## config.mk

```make
export PLATFORM = sky130hd
export DESIGN_NAME = ppi_bus_sequencer
export DESIGN_NICKNAME = d
export VERILOG_FILES = /design/src/rtl/ppi_bus_sequencer_pkg.sv /design/src/rtl/ppi_bus_sequencer_rr_arbiter.sv /design/src/rtl/ppi_bus_sequencer.sv
export SDC_FILE = /design/constraint.sdc
export NUM_CORES = 1
export LEC_CHECK = 0
export ABC_AREA = 1
export CAP_MARGIN = 20
export CORE_UTILIZATION = 40
export DETAILED_ROUTE_END_ITERATION = 16
export GPL_ROUTABILITY_DRIVEN = 0
export PLACE_DENSITY = 0.83
export SETUP_SLACK_MARGIN = 0.3
export SLEW_MARGIN = 15
export SYNTH_ARGS = -nofsm -noshare
export SYNTH_HDL_FRONTEND = slang
export SYNTH_HIERARCHICAL = 1
export SYNTH_SLANG_ARGS = --single-unit
```

## constraint.sdc

```tcl
create_clock -name CLK -period 1.5 [get_ports CLK]
set_input_delay 0.15 -clock CLK [delete_from_list [all_inputs] [get_ports CLK]]
set_output_delay 0.15 -clock CLK [all_outputs]
set_load 0.05 [all_outputs]
```

## src/rtl/ppi_bus_sequencer_pkg.sv

```systemverilog
`default_nettype none
// ============================================================================
// Module  : ppi_ctrl_pkg
// Brief   : Shared state encoding and 8255 register constants for the
//           PPI bus sequencer.
// Rev     : 1.0  initial release
// ============================================================================
package ppi_ctrl_pkg;

    typedef enum logic [2:0] {
        P_RST       = 3'd0,
        INIT_SETUP  = 3'd1,
        INIT_STROBE = 3'd2,
        INIT_HOLD   = 3'd3,
        IDLE        = 3'd4,
        SETUP       = 3'd5,
        STROBE      = 3'd6,
        HOLD        = 3'd7
    } seq_state_t;

    localparam logic [1:0] PA   = 2'd0;
    localparam logic [1:0] PB   = 2'd1;
    localparam logic [1:0] PC   = 2'd2;
    localparam logic [1:0] CTRL = 2'd3;

    // Control word the 8255 assumes after its own reset
    localparam logic [7:0] CTRL_RST_WORD = 8'h9B;

    function automatic int max_of4(input int a, input int b, input int c, input int d);
        int m;
        m = a;
        if (b > m) m = b;
        if (c > m) m = c;
        if (d > m) m = d;
        return m;
    endfunction

endpackage
`default_nettype wire

```

## src/rtl/ppi_bus_sequencer_rr_arbiter.sv

```systemverilog
`default_nettype none
// ============================================================================
// Module  : ppi_rr_arbiter
// Brief   : Two-way round-robin grant; last-served pointer moves on ACK.
// Rev     : 1.0  initial release
// ============================================================================
module ppi_rr_arbiter (
    input  logic       CLK,
    input  logic       RESET,
    input  logic [1:0] REQ,
    input  logic [1:0] ACK,
    output logic       GNT_VALID,
    output logic       GNT_IDX
);

    logic r_last;

    // Pointer starts at 1 so requester 0 wins the first tie
    always_ff @(posedge CLK) begin
        if (RESET)       r_last <= 1'b1;
        else if (ACK[0]) r_last <= 1'b0;
        else if (ACK[1]) r_last <= 1'b1;
    end

    always_comb begin
        GNT_VALID = |REQ;
        GNT_IDX   = 1'b0;
        case (REQ)
            2'b01:   GNT_IDX = 1'b0;
            2'b10:   GNT_IDX = 1'b1;
            2'b11:   GNT_IDX = ~r_last;
            default: GNT_IDX = 1'b0;
        endcase
    end

endmodule
`default_nettype wire

```

## src/rtl/ppi_bus_sequencer.sv

```systemverilog
`default_nettype none
// ============================================================================
// Module  : ppi_bus_sequencer
// Brief   : Clocked 8255 PPI bus master with two-way round-robin sharing,
//           power-up PPI reset pulse and init control-word write.
// Rev     : 1.0  initial release
// ============================================================================
module ppi_bus_sequencer
    import ppi_ctrl_pkg::*;
#(
    parameter int          SETUP_CYC  = 1,
    parameter int          STROBE_CYC = 2,
    parameter int          HOLD_CYC   = 1,
    parameter int          RST_CYC    = 4,
    parameter logic [7:0]  INIT_CTRL  = 8'h80
) (
    input  logic       CLK,
    input  logic       RESET,
    input  logic [1:0] REQ,
    input  logic [1:0] WE,
    input  logic [1:0] ADDR0,
    input  logic [1:0] ADDR1,
    input  logic [7:0] WDATA0,
    input  logic [7:0] WDATA1,
    output logic [1:0] ACK,
    output logic [7:0] RDATA,
    output logic       BUSY,
    output logic [7:0] CTRL_SHADOW,
    output logic [1:0] PPI_A,
    output logic       PPI_CS_N,
    output logic       PPI_RD_N,
    output logic       PPI_WR_N,
    output logic       PPI_RESET,
    output logic [7:0] PPI_D_OUT,
    output logic       PPI_D_OE,
    input  logic [7:0] PPI_D_IN
);

    localparam int c_MAX_CYC = max_of4(SETUP_CYC, STROBE_CYC, HOLD_CYC, RST_CYC);
    localparam int c_CNT_W   = $clog2(c_MAX_CYC + 1);

    localparam logic [c_CNT_W-1:0] c_SETUP_LD  = c_CNT_W'(SETUP_CYC - 1);
    localparam logic [c_CNT_W-1:0] c_STROBE_LD = c_CNT_W'(STROBE_CYC - 1);
    localparam logic [c_CNT_W-1:0] c_HOLD_LD   = c_CNT_W'(HOLD_CYC - 1);
    localparam logic [c_CNT_W-1:0] c_RST_LD    = c_CNT_W'(RST_CYC - 1);

    seq_state_t         r_state;
    logic [c_CNT_W-1:0] r_cnt;
    logic               r_we;
    logic               r_gnt;
    logic               w_gnt_valid;
    logic               w_gnt_idx;
    logic [1:0]         w_ack_vec;

    assign w_ack_vec = r_gnt ? 2'b10 : 2'b01;

    ppi_rr_arbiter u_arb (
        .CLK       (CLK),
        .RESET     (RESET),
        .REQ       (REQ),
        .ACK       (ACK),
        .GNT_VALID (w_gnt_valid),
        .GNT_IDX   (w_gnt_idx)
    );

    // Each phase loads r_cnt with its length minus one and leaves at zero
    always_ff @(posedge CLK) begin
        if (RESET) begin
            r_state     <= P_RST;
            r_cnt       <= c_RST_LD;
            r_we        <= 1'b0;
            r_gnt       <= 1'b0;
            ACK         <= 2'b00;
            RDATA       <= 8'h00;
            BUSY        <= 1'b1;
            CTRL_SHADOW <= CTRL_RST_WORD;
            PPI_A       <= 2'd0;
            PPI_CS_N    <= 1'b1;
            PPI_RD_N    <= 1'b1;
            PPI_WR_N    <= 1'b1;
            PPI_RESET   <= 1'b1;
            PPI_D_OUT   <= 8'h00;
            PPI_D_OE    <= 1'b0;
        end else begin
            ACK <= 2'b00;
            case (r_state)
                P_RST: begin
                    if (r_cnt == '0) begin
                        r_state   <= INIT_SETUP;
                        r_cnt     <= c_SETUP_LD;
                        r_we      <= 1'b1;
                        PPI_RESET <= 1'b0;
                        PPI_CS_N  <= 1'b0;
                        PPI_A     <= CTRL;
                        PPI_D_OUT <= INIT_CTRL;
                        PPI_D_OE  <= 1'b1;
                    end else begin
                        r_cnt <= r_cnt - 1'b1;
                    end
                end
                IDLE: begin
                    if (w_gnt_valid) begin
                        r_state   <= SETUP;
                        r_cnt     <= c_SETUP_LD;
                        r_gnt     <= w_gnt_idx;
                        r_we      <= WE[w_gnt_idx];
                        BUSY      <= 1'b1;
                        PPI_CS_N  <= 1'b0;
                        PPI_A     <= w_gnt_idx ? ADDR1 : ADDR0;
                        PPI_D_OUT <= w_gnt_idx ? WDATA1 : WDATA0;
                        PPI_D_OE  <= WE[w_gnt_idx];
                    end
                end
                INIT_SETUP, SETUP: begin
                    if (r_cnt == '0) begin
                        r_state  <= (r_state == INIT_SETUP) ? INIT_STROBE : STROBE;
                        r_cnt    <= c_STROBE_LD;
                        PPI_WR_N <= ~r_we;
                        PPI_RD_N <= r_we;
                    end else begin
                        r_cnt <= r_cnt - 1'b1;
                    end
                end
                INIT_STROBE, STROBE: begin
                    if (r_cnt == '0) begin
                        r_state  <= (r_state == INIT_STROBE) ? INIT_HOLD : HOLD;
                        r_cnt    <= c_HOLD_LD;
                        PPI_WR_N <= 1'b1;
                        PPI_RD_N <= 1'b1;
                        if (r_state == STROBE) begin
                            if (!r_we) RDATA <= PPI_D_IN;
                            if (HOLD_CYC == 1) ACK <= w_ack_vec;
                        end
                    end else begin
                        r_cnt <= r_cnt - 1'b1;
                    end
                end
                INIT_HOLD, HOLD: begin
                    if (r_cnt == '0) begin
                        r_state  <= IDLE;
                        BUSY     <= 1'b0;
                        PPI_CS_N <= 1'b1;
                        PPI_D_OE <= 1'b0;
                        if (r_state == INIT_HOLD)
                            CTRL_SHADOW <= INIT_CTRL;
                        else if (r_we && PPI_A == CTRL && PPI_D_OUT[7])
                            CTRL_SHADOW <= PPI_D_OUT;
                    end else begin
                        r_cnt <= r_cnt - 1'b1;
                        // ACK lands on the final HOLD cycle
                        if (r_state == HOLD && r_cnt == c_CNT_W'(1)) ACK <= w_ack_vec;
                    end
                end
                default: begin
                    r_state <= P_RST;
                    r_cnt   <= c_RST_LD;
                end
            endcase
        end
    end

endmodule
`default_nettype wire

```

## After elaboration in Yosys (flattened, before gate mapping)

Index checks and enable logic that the tools add are counted.

- Input bits: 34
- Flip-flop bits (word level): 43
- Output and inout bits: 34
- Word-level logic and storage cells: 110

- Magnitude comparators: 1
- Bitwise operators: 2
- Multiplexer cells: 47
- Reductions and logical operators: 26
- Eq/ne operators: 17
- $add $sub $neg: 1

Operators by type and width:

| operator | number |
|---|---|
| 2-to-1 mux 8 bit | 5 |
| 2-to-1 mux 3 bit | 11 |
| 2-to-1 mux 2 bit | 8 |
| one-hot mux 8 bit (2 select lines) | 1 |
| one-hot mux 3 bit (5 select lines) | 1 |
| == test 3 bit (second input constant) | 4 |
| one-hot mux 3 bit (4 select lines) | 1 |
| AND reduction 3 bit | 4 |
| 2-to-1 mux 1 bit | 11 |
| inequality test 2 bit (second input constant) | 5 |
| one-hot mux 1 bit (2 select lines) | 5 |
| nonzero test 2 bit | 5 |
| one-hot mux 2 bit (2 select lines) | 2 |
| AND reduction 4 bit | 2 |
| OR reduction 2 bit | 4 |
| == test 2 bit (second input constant) | 3 |
| == test 3 x 1 -> 1 bit (second input constant) | 2 |
| == test 3 x 2 -> 1 bit (second input constant) | 2 |
| logical NOT 3 bit | 2 |
| one-hot mux 1 bit (3 select lines) | 2 |
| AND reduction 2 bit | 3 |
| AND reduction 5 bit | 1 |
| logical AND 1 bit | 3 |
| nonzero test 3 bit | 1 |
| other kinds (5) | 6 |

## Logic depth before layout (Yosys ltp)

Gate-level depths: netlist of run 1.

- Word-level depth: 6
- Gate-level depth with buffers: 9

## Cells and area by module

The synthesis of run 1 kept the hierarchy.

By module, submodules not included:

| module | times used | cells each | area an instance (um^2) | seq. area each (um^2) |
|---|---|---|---|---|
| ppi_bus_sequencer | 1 | 284 | 2063.2 | 840.8 |
| ppi_rr_arbiter | 1 | 7 | 50.0 | 20.0 |

## Worst setup path after synthesis of run 1

OpenSTA, ideal clock, no wires.

- Kind: register to register
- Start: register PPI_A[0]
- End: register CTRL_SHADOW[2]
- Slack: 0.149 ns
- Required time: 1.386 ns
- Clock period less this slack: 1.351 ns
- Arrival time: 1.236 ns
- Stages on the path, launching flop included: 8
- Path through: dfxtp_1 > nand2_1 > nor2_1 > nor2_1 > nor2_4 > nand2_1 > nand2_1 > nor2_1

- Longest elaborated chain between the ends: 5

RTL lines:

| what | line | text |
|---|---|---|
| start: declaration | ppi_bus_sequencer.sv:29 | `output logic [1:0] PPI_A,` |
| start signal: assignment | ppi_bus_sequencer.sv:109 | `PPI_A <= w_gnt_idx ? ADDR1 : ADDR0;` |
| == test 2 bit | ppi_bus_sequencer.sv:146 | `else if (r_we && PPI_A == CTRL && PPI_D_OUT[7])` |
| logical AND 1 bit (2 in a row) | ppi_bus_sequencer.sv:146 |  |
| nonzero test 2 bit (no source line) | n/a |  |
| AND reduction 3 bit (no source line) | n/a |  |
| end signal: assignment | ppi_bus_sequencer.sv:76 | `CTRL_SHADOW <= CTRL_RST_WORD;` |
| end signal: assignment | ppi_bus_sequencer.sv:145 | `CTRL_SHADOW <= INIT_CTRL;` |
| end signal: assignment | ppi_bus_sequencer.sv:147 | `CTRL_SHADOW <= PPI_D_OUT;` |
| end: declaration | ppi_bus_sequencer.sv:28 | `output logic [7:0] CTRL_SHADOW,` |

Every way passes these cells.
A chain may end at the register's enable or synchronous reset.

## Worst setup path after layout of run 1

- Start: register r_state[0]
- End: register PPI_D_OUT[6]

- Longest elaborated chain between the ends: 3
- Elaborated cells between the ends (all ways): 7
- Those cells by class: eq/ne: 3; mux: 1; reduce/logical: 3

RTL lines:

| what | line | text |
|---|---|---|
| start: declaration | ppi_bus_sequencer.sv:47 | `seq_state_t r_state;` |
| start signal: assignment | ppi_bus_sequencer.sv:116 | `r_state <= (r_state == INIT_SETUP) ? INIT_STROBE : STROBE;` |
| start signal: assignment | ppi_bus_sequencer.sv:126 | `r_state <= (r_state == INIT_STROBE) ? INIT_HOLD : HOLD;` |
| == test 3 bit / logical NOT 3 bit (equally long branches) | ppi_bus_sequencer.sv:86 | `case (r_state)` |
| inequality test 2 x 1 -> 1 bit (no source line), or another cell as far along | n/a |  |
| AND reduction 3 bit (no source line) | n/a |  |
| end signal: assignment | ppi_bus_sequencer.sv:110 | `PPI_D_OUT <= w_gnt_idx ? WDATA1 : WDATA0;` |
| end: declaration | ppi_bus_sequencer.sv:34 | `output logic [7:0] PPI_D_OUT,` |

Parallel ways exist; a longest one is shown, timed or not.

==> results of run 1 <==
==> synthesized netlist by cell type <==
cell type and number:
nand2_4 4, a21oi_1 20, or2_1 1, clkinv_2 1
o211ai_1 2, nand4_1 4, buf_12 1, nand2_1 61
inv_4 1, dfxtp_1 43, nand3_2 2, nand2_8 1
ha_1 8, nand2_2 3, o21bai_1 2, inv_1 18
buf_6 2, nor2_2 2, clkbuf_1 1, nor2_1 60
buf_2 5, o21ai_1 1, inv_2 4, o21ai_0 29
a21boi_1 1, nor2_4 2, nand3_4 1, nand3b_1 1
nand3_1 10
==> layer usage <==
layer / global-route usage / routed length [um] / share of wire
met1: 0.277 / 2610 / 0.39
met2: 0.423 / 3360 / 0.50
met3: 0.0388 / 418 / 0.063
met4: 0.117 / 269 / 0.040
met5: 0 / 0 / 0
==> cells in the final DEF, fill, tap and decap left out, drive strengths merged, types with 4 or more instances in the layout <==
cell type / n
a21oi: 20
buf: 60
clkbuf: 5
clkdlybuf4s50: 33
dfxtp: 43
ha: 8
inv: 24
nand2: 73
nand3: 13
nand4: 4
nor2: 65
o21ai: 30
==> stage by stage <==
step | area (um^2) | TNS, ps | utilization | hold WS (ps) | setup slack [ps]
3_3_place_gp | 2810 | 0 | 0.550 | 405 | 12.4
6_report | 3400 | 0 | 0.665 | 439 | 112
5_1_grt | 3390 | 0 | 0.664 | 459 | 39.4
3_5_place_dp | 2810 | -23.9 | 0.550 | 436 | -22.3
4_1_cts | 3200 | 0 | 0.626 | 435 | 216
2_1_floorplan | 2160 | 0 | - | 242 | 297
==> worst max-delay path: stages (launching register included) <==
cell	delay, ps
dfxtp_4	390
inv_6	80
ha_4	190
inv_2	60
nor2_4	150
nand2_4	120
nand2_4	140
o21ai_2	70
a21oi_2	120
==> kinds of logic (layout without fill, tap and decap cells) <==
logic type	after synthesis	count (layout)	synth area share
AO/OA/AOI/OAI	55	55	0.136
adder cells (fa/ha/maj)	8	8	0.0474
buffers and inverters	33	125	0.0781
flip-flops	43	43	0.407
other	0	1	0
AND/OR/NAND/NOR	152	157	0.331
==> power by group through the flow <==
stage | Clock [mW] | Combinational [mW] | Sequential [mW]
after floorplan | 0 | 1.26 | 2.09
after global placement | 0 | 2.26 | 1.60
after detailed placement | 0 | 2.28 | 1.61
after CTS | 0.783 | 2.80 | 1.63
after global routing | 0.836 | 3.39 | 1.70
final | 0.771 | 3.17 | 1.67
==> final cells by class <==
cell class                 count  share of cell area
sequential                    43               0.259
inverter                      24              0.0332
timing repair buffer          93               0.238
clock buffer                   5              0.0203
tap                           70              0.0258
multi-input combinational    220               0.416
clock inverter                 3             0.00700
antenna                        1            0.000737
==> worst paths after layout <==
| path | startpoint | to | slack (ps) |
|---|---|---|---|
| setup / recovery | r_state[0]$_SDFFE_PP0P_ | PPI_D_OUT[6]$_SDFFE_PP0P_ | 110 |
| setup reg to reg | r_state[0]$_SDFFE_PP0P_ | PPI_D_OUT[6]$_SDFFE_PP0P_ | 110 |
| hold / removal | r_gnt$_SDFFE_PP0P_ | ACK[0]$_SDFF_PP0_ | 440 |
| hold reg to reg | r_gnt$_SDFFE_PP0P_ | ACK[0]$_SDFF_PP0_ | 440 |
==> timing repair <==
item	in CTS	in global routing
cloned	4	1
gates resized for setup	51	32
pin swaps	26	22
hold buffers	0	0
hold endpoints to repair	0	0
endpoints found under the setup margin	41	41
buffers inserted	11	9
==> registers in the layout (all words and copies together) (netlist names), 2 cells and up <==
register     count
RDATA            8
ACK              2
CTRL_SHADOW      8
PPI_D_OUT        8
r_state          3
r_cnt            3
PPI_A            2
==> results.txt, run 1 <==
wire per inst: 14.5 um
Worst EP arrival: 1640 ps
Synth top area share: 0.407
die area: 5580 um^2
layout cell share with drive strength beyond 1: 0.381
Skew-Pair Late Insertion Delay: 310 ps
Mean Syn Cell Area: 7.26 um^2
Switch Pwr: 2.67 mW
first-pass GRT wire length: 9.93 mm
Slew @ Worst Pin: 325 ps
FMAX: 720 MHz
Worst Reg2Reg Path Length in Cells: 8
Final #Nets: 429
max-slew violations: 0
min cycle time layout: 1390 ps
DRT Pass-1 Iters: 6
crit path max fanout: 5
DRC Markers: 0
Initial Util: 0.414
Detailed Place HPWL: 4.02 mm
routed vias/inst: 5.11
GR Overflow Total: 0
power per cell area: 1650 nW/um^2
relative slew slack: 0.781
cts bufs inserted: 5
Clk network pwr share: 0.137
clock input transition at the sequential cells of the worst setup and hold paths: 90 ps
Post-Syn Instances: 291
post-synthesis cell type count: 29
port bufs: 67
FF+latch count, synth: 43
Sw Share: 0.476
Die W: 74.7 um
cell total after placement: 425
synthesized area: 2110 um^2
fill count: 400
Tcrit/Tclk final: 0.926
outcome: completed
maximum vdd drop: 729 uV
initial antenna violation count: 0
Antenna Violating Nets Remaining: 0
multi-input logic area: 1410 um^2
Ports: 68
Area contributors post-synth: dfxtp_1 41%, nand2_1 11%, nor2_1 11%
Final Hold Viols: 0
final wirelength: 6.65 mm
CORE AREA: 5110 um^2
Int Pwr: 2.94 mW
CP required: 1750 ps
nature of the critical path endpoint: register
vias in the first global route: 2157
Clock Tree Root: clkbuf_8
Worst setup SP type: register
worst min-delay path category: register to register
fin cells: 459
Mapped Nets: 333
overall power: 5.61 mW
largest net degree at the start of global routing: 16
CTS tree: built
gr usage total: 0.238
Sink Count: 43
DR vias: 2346
Register Area: 880 um^2
skew final: 8.79 ps
Leakage: 1.43 nW
Ys Warns: 6
Sequential Power Share: 0.297
Seq/Total Area, Yosys: 0.407
H-tree levels: 2
1st-iter DRT viols: 219
Core Rows: 26
hold path cells: 1
RSZ-0062 raised after global routing: yes
logic gate share of total power: 0.565
Longest Clk Path Bufs: 2
Die H: 74.7 um
synthesis-to-layout area growth: 60.7%
Max Cap Viol: 0
setup violators final: 0
largest area contributor in the netlist: dfxtp_1
kind of critical path: register to register
(Power assumes the default switching activity.)
==> run 2: changes to the inputs <==
--- a/config.mk
+++ b/config.mk
@@ -6,6 +6,7 @@
 export NUM_CORES = 1
 export LEC_CHECK = 0
 export ABC_AREA = 1
+export ABC_CLOCK_PERIOD_IN_PS = 1500
 export CAP_MARGIN = 20
 export CORE_UTILIZATION = 40
 export DETAILED_ROUTE_END_ITERATION = 16
==> results of run 2 <==
The final DEF is identical to that of run 1; final timing and power are the same.
